--- config.mk ---
export PLATFORM = sky130hd
export DESIGN_NAME = if_id_stage
export DESIGN_NICKNAME = d
export VERILOG_FILES = /design/src/rtl/if_id_stage.sv
export SDC_FILE = /design/constraint.sdc
export NUM_CORES = 1
export LEC_CHECK = 0
export ABC_AREA = 1
export CORE_ASPECT_RATIO = 1.2
export CORE_MARGIN = 3
export CORE_UTILIZATION = 51
export CTS_BUF_LIST = sky130_fd_sc_hd__clkbuf_8
export DETAILED_ROUTE_END_ITERATION = 7
export GPL_ROUTABILITY_DRIVEN = 0
export HOLD_SLACK_MARGIN = 0.02
export PLACE_DENSITY_LB_ADDON = 0.3
export SYNTH_ARGS = -nofsm -noshare
export SYNTH_HDL_FRONTEND = slang
export SYNTH_SLANG_ARGS = --single-unit
--- constraint.sdc ---
create_clock -name clk -period 4.4 [get_ports clk]
set_clock_uncertainty 0.05 [all_clocks]
set_input_delay 0.44 -clock clk [delete_from_list [all_inputs] [get_ports clk]]
set_output_delay 0.44 -clock clk [all_outputs]
set_load 0.02 [all_outputs]
--- src/rtl/if_id_stage.sv ---
// if_id_stage: instruction fetch stage with the IF/ID pipeline register.
//   Holds the PC, issues instruction-memory requests, captures the returned
//   instruction into IF/ID and decodes rs1/rs2 for the downstream hazard unit.
//   Honours stall (hold everything) and flush (squash IF/ID, redirect PC).
// Ports:
//   clk, rstn            clock, asynchronous active-low reset
//   stall, flush         hazard-unit controls (flush has priority)
//   branch_target        redirect address, used when flush=1
//   imem_req/imem_addr   fetch request and address (address = PC register)
//   imem_rdata/ready     fetched instruction and its valid strobe
//   IF_ID_*              IF/ID register contents and rs1/rs2 slices
//   bubble_cnt           saturating count of bubbles inserted in RUN
module if_id_stage #(
  parameter int unsigned      XLEN      = 32,
  parameter logic [XLEN-1:0]  RESET_PC  = '0,
  parameter logic [31:0]      NOP_INSTR = 32'h0000_0013
) (
  input  logic            clk,
  input  logic            rstn,
  input  logic            stall,
  input  logic            flush,
  input  logic [XLEN-1:0] branch_target,
  output logic            imem_req,
  output logic [XLEN-1:0] imem_addr,
  input  logic [31:0]     imem_rdata,
  input  logic            imem_ready,
  output logic [XLEN-1:0] IF_ID_pc,
  output logic [31:0]     IF_ID_instr,
  output logic            IF_ID_valid,
  output logic [4:0]      IF_ID_rs1,
  output logic [4:0]      IF_ID_rs2,
  output logic [15:0]     bubble_cnt
);

  localparam int unsigned CNTW = 16;
  localparam logic [CNTW-1:0] CNT_MAX = '1;

  typedef enum logic {
    BOOT = 1'b0,
    RUN  = 1'b1
  } state_e;

  state_e            state_q, state_d;
  logic [XLEN-1:0]   pc_q, pc_d;
  logic [XLEN-1:0]   ifid_pc_q, ifid_pc_d;
  logic [31:0]       ifid_instr_q, ifid_instr_d;
  logic              ifid_valid_q, ifid_valid_d;
  logic [CNTW-1:0]   bubble_cnt_q, bubble_cnt_d;
  logic              load_bubble;
  logic              count_bubble;

  // Next-state: BOOT idles one cycle, RUN applies flush > stall > !ready > load
  always_comb begin
    state_d      = state_q;
    pc_d         = pc_q;
    ifid_pc_d    = ifid_pc_q;
    ifid_instr_d = ifid_instr_q;
    ifid_valid_d = ifid_valid_q;
    bubble_cnt_d = bubble_cnt_q;
    load_bubble  = 1'b0;
    count_bubble = 1'b0;

    unique case (state_q)
      BOOT: begin
        state_d     = RUN;
        load_bubble = 1'b1;
      end
      RUN: begin
        if (flush) begin
          // Redirect to a word-aligned target; this cycle's response is dropped
          pc_d         = {branch_target[XLEN-1:2], 2'b00};
          load_bubble  = 1'b1;
          count_bubble = 1'b1;
        end else if (stall) begin
          // Hold everything; the same address is re-fetched next cycle
        end else if (!imem_ready) begin
          load_bubble  = 1'b1;
          count_bubble = 1'b1;
        end else begin
          ifid_instr_d = imem_rdata;
          ifid_pc_d    = pc_q;
          ifid_valid_d = 1'b1;
          pc_d         = pc_q + XLEN'(4);
        end
      end
      default: state_d = BOOT;
    endcase

    if (load_bubble) begin
      ifid_instr_d = NOP_INSTR;
      ifid_pc_d    = '0;
      ifid_valid_d = 1'b0;
    end

    if (count_bubble && (bubble_cnt_q != CNT_MAX)) begin
      bubble_cnt_d = bubble_cnt_q + CNTW'(1);
    end
  end

  // State and pipeline registers
  always_ff @(posedge clk or negedge rstn) begin
    if (!rstn) begin
      state_q      <= BOOT;
      pc_q         <= RESET_PC;
      ifid_pc_q    <= '0;
      ifid_instr_q <= NOP_INSTR;
      ifid_valid_q <= 1'b0;
      bubble_cnt_q <= '0;
    end else begin
      state_q      <= state_d;
      pc_q         <= pc_d;
      ifid_pc_q    <= ifid_pc_d;
      ifid_instr_q <= ifid_instr_d;
      ifid_valid_q <= ifid_valid_d;
      bubble_cnt_q <= bubble_cnt_d;
    end
  end

  // Request is a pure decode of the state register, so no input reaches it
  assign imem_req    = (state_q == RUN);
  assign imem_addr   = pc_q;
  assign IF_ID_pc    = ifid_pc_q;
  assign IF_ID_instr = ifid_instr_q;
  assign IF_ID_valid = ifid_valid_q;
  assign IF_ID_rs1   = ifid_instr_q[19:15];
  assign IF_ID_rs2   = ifid_instr_q[24:20];
  assign bubble_cnt  = bubble_cnt_q;

endmodule

==> reports/qor.yml, run 1 <==
run_status:
  status: "finished, final reports clean"
clock_network:
  clk_latency_ns: 0.37
  cts-root-buf: "clkbuf_8"
  ctsResizeCount: 0
  cts_setup_buffers: 0
  clk_path_buf_depth: 2
  h-tree-depth: 3
  clkTransAtPathRegs_ns: 0.10
  cts_tree: "yes"
  cts_buffers: 9
  cts_sinks: 111
  holdBufCountCts: 0
setup_path:
  critPathMaxFanout: 47
  rrSetupSlack_ns: 2.47
  start_kind: "input port"
  cp_data_arrival_time_ns: 3.20
  critPathRequiredTime_ns: 4.61
  end_kind: "flip-flop"
  critPathKind: "in -> reg"
floorplan:
  initial_core_util_pct: 53.0
  die_h_um: 122
  dieArea_um2: 12500
  core_area_um2: 10700
  core.rowCount: 41
  die_width_um: 102
  num_io_pins: 193
place:
  pre_cts_ws_ns: 1.09
  io_buffers: 188
  hpwl_mm: 12.0
  dp.cells: 1006
pwr:
  leakage_nw: 3.51
  ir_worst_vdd_v: 0.000185
  power_density_nw_per_um2: 341
timing:
  setup_violations: 0
  rsz0062_at_grt: "false"
  fmax_mhz: 334
  setup_slack_ns: 1.41
  timing.final.crit_share_pct: 68.0
  holdWs_ns: 0.171
  tns_ns: 0
  worst_slew_pin_slew_ns: 0.967
  fin_crit_ns: 2.99
  hold_violations: 0
  maxSlewViolCount: 0
  relSlewSlack_pct: 35.5
drt:
  routedWlPerCell_um: 16.0
  drcViolationCount: 0
  vias_per_cell: 5.44
  finalWirelength_mm: 16.3
  drt_pass1_iterations: 4
  drtIter0Drc: 280
  drtAntennaViolNets: 0
  vias: 5563
job:
  maxCapViolations: 0
cells_and_area:
  antenna-diode-count: 0
  fin_util_pct: 72.3
  final-instance-count-excl-fill: 1022
  drive_gt1_share_pct: 5.38
  nets: 959
  area_growth_pct: 36.4
synth:
  post-synth-top-area-fraction_pct: 47.6
  synth.largest_area_cell: "dfrtp_1"
  synth_area_um2: 5680
  async_flop_share_pct: 100
  synth.yosys.seq_area_share_pct: 48.9
  ys_seq_elements: 111
  synthTopCellsByCount: "214 x nand2_1, 108 x dfrtp_1, 86 x nor2_1"
  synth.area.top_cells: "dfrtp_1 48%, nand2_1 14%, o21ai_0 5.7%"
  synthDistinctLibCells: 35
  yosys_warnings: 0
  synth.most_common_cell: "nand2_1"
  synthFlopType: "dfrtp_1"
  synth_cells: 722
  synth_edf_count: 0
  synth.avg_cell_area_um2: 7.87
global_route:
  grt-ovfl-total: 0
  grt_pass1_wl_mm: 26.7
  track_usage_pct: 26.7
  antenna_found_initial: 0
  grt_pass1_vias: 5566
  grt_max_degree: 79
hold_path:
  hp-class: "in -> async"
flip-flops by register name, summed over array words and instances (netlist names):
name / count
IF_ID_instr: 32
IF_ID_pc: 31
imem_addr: 30
bubble_cnt: 16
IF_ID_valid: 1
imem_req: 1
cell families after synthesis:
family / count (synthesis) / synth area share, %
flops: 111 / 48.9
other cells: 2 / 0.132
fa+ha+maj: 2 / 0.440
simple gates: 378 / 27.9
xor+xnor: 9 / 1.52
buf+inv: 110 / 8.83
compound gates: 110 / 12.2
path summary, 6_finish.rpt:
| path | startpoint | end | depth (start not counted) |
|---|---|---|---|
| max reg2reg | bubble_cnt[1]$_DFFE_PN0P_ | bubble_cnt[14]$_DFFE_PN0P_ | 8 |
| min in group clk | IF_ID_valid$_DFFE_PN0P_ | IF_ID_valid$_DFFE_PN0P_ | 2 |
| max in group asynchronous | rstn | imem_addr[31]$_DFFE_PN0P_ | 2 |
| max | flush | imem_addr[12]$_DFFE_PN0P_ | 9 |
| min reg2reg | IF_ID_valid$_DFFE_PN0P_ | IF_ID_valid$_DFFE_PN0P_ | 2 |
| min | rstn | bubble_cnt[10]$_DFFE_PN0P_ | 1 |
cells in the final DEF (no fill, tap or decap), types with 5 or more instances in the layout:
cell type and count:
nand2_2 6, clkbuf_8 11, nand3_1 43, nor2_1 85, inv_1 67, buf_4 7, xor2_1 6, nand2_1 214
o21ai_0 65, a21oi_1 5, dfrtp_1 108, nor3_1 11, nand4_1 5, a22o_1 30, clkdlybuf4s50_1 187
layer usage:
metal	wire, µm	track usage (%)	up-vias
li1	-	-	2628
met1	6540	33.6	2654
met2	8150	45.3	243
met3	1140	4.98	38
met4	520	10.2	0
met5	0	0	-
worst max-delay path, cell delays in order:
cell and delay [ns]:
clkdlybuf4s50_1 0.82, inv_2 0.20, buf_4 0.45, a21oi_2 0.10, buf_4 0.23, inv_2 0.51, a21oi_1 0.11, o21ai_0 0.24
inv_1 0.07
cell type report:
| type | count | area, µm² |
|---|---|---|
| Clock buffer | 11 | 151 |
| Clock inverter | 5 | 57.6 |
| Fill cell | 843 | 2970 |
| Inverter | 70 | 265 |
| Multi-Input combinational cell | 502 | 2410 |
| Sequential cell | 111 | 2780 |
| Tap cell | 129 | 161 |
| Timing Repair Buffer | 194 | 1920 |
stage by stage:
| stage | cell area [µm²] | power, mW |
|---|---|---|
| final | 7750 | 2.64 |
| after global routing | 7750 | 2.78 |
| after CTS | 7750 | 2.65 |
| after detailed placement | 7540 | 2.01 |
| after global placement | 7540 | 1.99 |
| after floorplan | 5690 | 1.64 |
power by group:
part / leakage, nW / internal (mW) / switching [mW]
clock network: 0.103 / 0.294 / 0.352
registers: 1.46 / 1.12 / 0.129
logic: 1.94 / 0.329 / 0.424
No activity file was read; power rests on OpenSTA's default activity.
==> run 2: changes to the inputs <==
- CORE_UTILIZATION: 51 -> 47
- clock period: 4.4 -> 2.8 ns (I/O delays scaled with it)
==> run 2 against run 1 <==
  * Final area rose by 1.1%
  * Combinational power rose by 58%
  * Clock power rose by 66%
  * Sequential share of layout area fell by 0.38 points
  * Worst setup slack got worse by 0.59 ns
  * Largest power group unchanged
  * First-iteration DRC count rose by 16%
  * Highest routed layer unchanged
  * Wire length rose by 0.24%
  * Critical path depth fell by 1
==> reports/qor.yml, run 2 (synthesis gave the netlist of run 1 again) <==
setup_path:
  worstReg2RegStart: "bubble_cnt[1]$_DFFE_PN0P_"
  crit_end: "bubble_cnt[4]$_DFFE_PN0P_"
  critPathLaunch: "bubble_cnt[1]$_DFFE_PN0P_"
  start_kind: "flip-flop"
  rrSetupSlack_ns: 0.82  # -1.65 ns
  critPathKind: "reg -> reg"
  worstReg2RegEnd: "bubble_cnt[4]$_DFFE_PN0P_"
  end_kind: "flip-flop"
  critPathMaxFanout: 19  # -60%
  cp_data_arrival_time_ns: 2.19  # -1.01 ns
  reg2regPathDepth: 8  # unchanged
  critPathRequiredTime_ns: 3.01  # -1.60 ns
global_route:
  grt-ovfl-total: 0  # unchanged
  grt_pass1_wl_mm: 26.3  # -1.5%
  track_usage_pct: 24.3  # -2.4 points
  antenna_found_initial: 0  # unchanged
  grt_pass1_vias: 5372  # -3.5%
  grt_max_degree: 70  # -11%
clock_network:
  clk_path_buf_depth: 2  # unchanged
  clk_latency_ns: 0.37  # about the same
  cts-root-buf: "clkbuf_8"
  clkTransAtPathRegs_ns: 0.10  # about the same
  cts_sinks: 111  # unchanged
  ctsResizeCount: 0  # unchanged
  cts_buffers: 9  # unchanged
  h-tree-depth: 3  # unchanged
  cts_tree: "yes"
floorplan:
  num_io_pins: 193  # unchanged
  die_h_um: 126  # +4.0%
  core_area_um2: 11700  # +8.9%
  core.rowCount: 43  # +4.9%
  initial_core_util_pct: 48.7  # -4.3 points
  dieArea_um2: 13500  # +8.0%
  die_width_um: 106  # +3.9%
drt:
  finalWirelength_mm: 16.4  # +0.24%
  routedWlPerCell_um: 15.6  # -2.5%
  vias: 5478  # -1.5%
  drt_pass1_iterations: 5  # +1
  drtAntennaViolNets: 0  # unchanged
  drcViolationCount: 0  # unchanged
  drtIter0Drc: 326  # +16%
  vias_per_cell: 5.21  # -4.2%
timing:
  worst_slew_pin_slew_ns: 0.949  # -0.0189 ns
  relSlewSlack_pct: 36.7  # +1.2 points
  timing.final.crit_share_pct: 70.7
  fin_crit_ns: 1.98
  maxSlewViolCount: 0  # unchanged
  setup_violations: 0  # unchanged
  fmax_mhz: 505
  hold_violations: 0  # unchanged
  tns_ns: 0  # unchanged
  rsz0062_at_grt: "false"
job:
  maxCapViolations: 0  # unchanged
cells_and_area:
  largest_reg_flops: 32  # unchanged
  final_cell_area_um2: 7840  # +1.1%
  antenna-diode-count: 0  # unchanged
  regArea_um2: 2780  # unchanged
  final_common_cell: "nand2_1"
  nets: 960  # +0.10%
  multi_input_area_um2: 2410  # unchanged
  area_growth_pct: 37.9
  layout_common_cells: "214 x nand2_1, 187 x clkdlybuf4s50_1, 108 x dfrtp_1"
  nFillCells: 991  # +18%
  drive_gt1_share_pct: 5.37  # -0.0060 points
place:
  postPlaceCellArea_um2: 7600  # +0.80%
  hpwl_mm: 12.0  # -0.27%
  io_buffers: 188  # unchanged
hold_path:
  hp-class: "in -> async"
pwr:
  power_density_nw_per_um2: 539  # +58%
  ir_worst_vdd_v: 0.000264  # +43%
  leakage_nw: 3.53  # +0.63%
run_status:
  status: "finished, final reports clean"
==> run 2: cell types whose count changed in the layout (fill, tap and decap cells not counted) <==
cell           delta
clkbuf_8          -1
clkinvlp_4        -1
bufinv_16         +1
buf_12            +2
dlygate4sd3_1     +1
clkinv_2          +1
buf_4             -2
==> run 2: what timing repair did <==
| item | in CTS | in global routing |
|---|---|---|
| buffers inserted | 0 | 0 |
| hold buffers | 1 | 0 |
| endpoints found under the hold margin | 42 | 0 |
==> run 2: worst min-delay path by stage <==
stage / start / end / depth (start not counted)
floorplan: rstn / IF_ID_instr[10]$_DFFE_PN0P_ / 0
detailed placement: rstn / bubble_cnt[6]$_DFFE_PN0P_ / 1
CTS: rstn / imem_req$_DFF_PN0_ / 2
finish: rstn / bubble_cnt[6]$_DFFE_PN0P_ / 2
global placement: rstn / bubble_cnt[6]$_DFFE_PN0P_ / 1
global route: imem_rdata[0] / IF_ID_instr[0]$_DFFE_PN1P_ / 2
==> run 2: area by class of cell <==
type / instances / area share, %
Clock inverter: 6 / 1.09
Tap cell: 157 / 2.51
Timing Repair Buffer: 195 / 25.0
Clock buffer: 10 / 1.76
Multi-Input combinational cell: 502 / 30.8
Sequential cell: 111 / 35.5
Inverter: 70 / 3.38
==> run 2: worst max-delay path, stage by stage (launching register included) <==
cell and delay, ns:
dfrtp_1 0.41, ha_1 0.26, nand3_1 0.19, nor3_4 0.20
nand3_2 0.11, nand2_2 0.27, inv_4 0.16, nand3b_1 0.14
nand2_1 0.07
==> run 2: metal layers <==
layer / global-route usage [%] / routed length, µm / part of all wire (%)
met5: 0 / 0 / 0
met1: 30.6 / 6690 / 41
met3: 3.16 / 982 / 6.0
met2: 41.1 / 8080 / 49
met4: 12.1 / 642 / 3.9
==> run 2: report_power, final <==
group | switching, mW | total [mW] | internal, mW
sequential | 0.202 | 1.96 | 1.76
combinational | 0.671 | 1.19 | 0.521
clock | 0.546 | 1.07 | 0.526
total | 1.42 | 4.22 | 2.80
==> run 2: stage by stage <==
| stage | setup WS [ns] | utilization (%) | instances | hold slack, ns | power [mW] |
|---|---|---|---|---|---|
| 2_1_floorplan | 1.10 | - | 723 | -0.0656 | 2.57 |
| 3_3_place_gp | 0.573 | 65.1 | 1034 | 0.262 | 3.14 |
| 3_5_place_dp | 0.517 | 65.1 | 1034 | 0.265 | 3.17 |
| 4_1_cts | 0.839 | 67.1 | 1051 | 0.397 | 4.25 |
| 5_1_grt | 0.711 | 67.1 | 1051 | 0.415 | 4.43 |
| 6_report | 0.820 | 67.1 | 1051 | 0.388 | 4.22 |
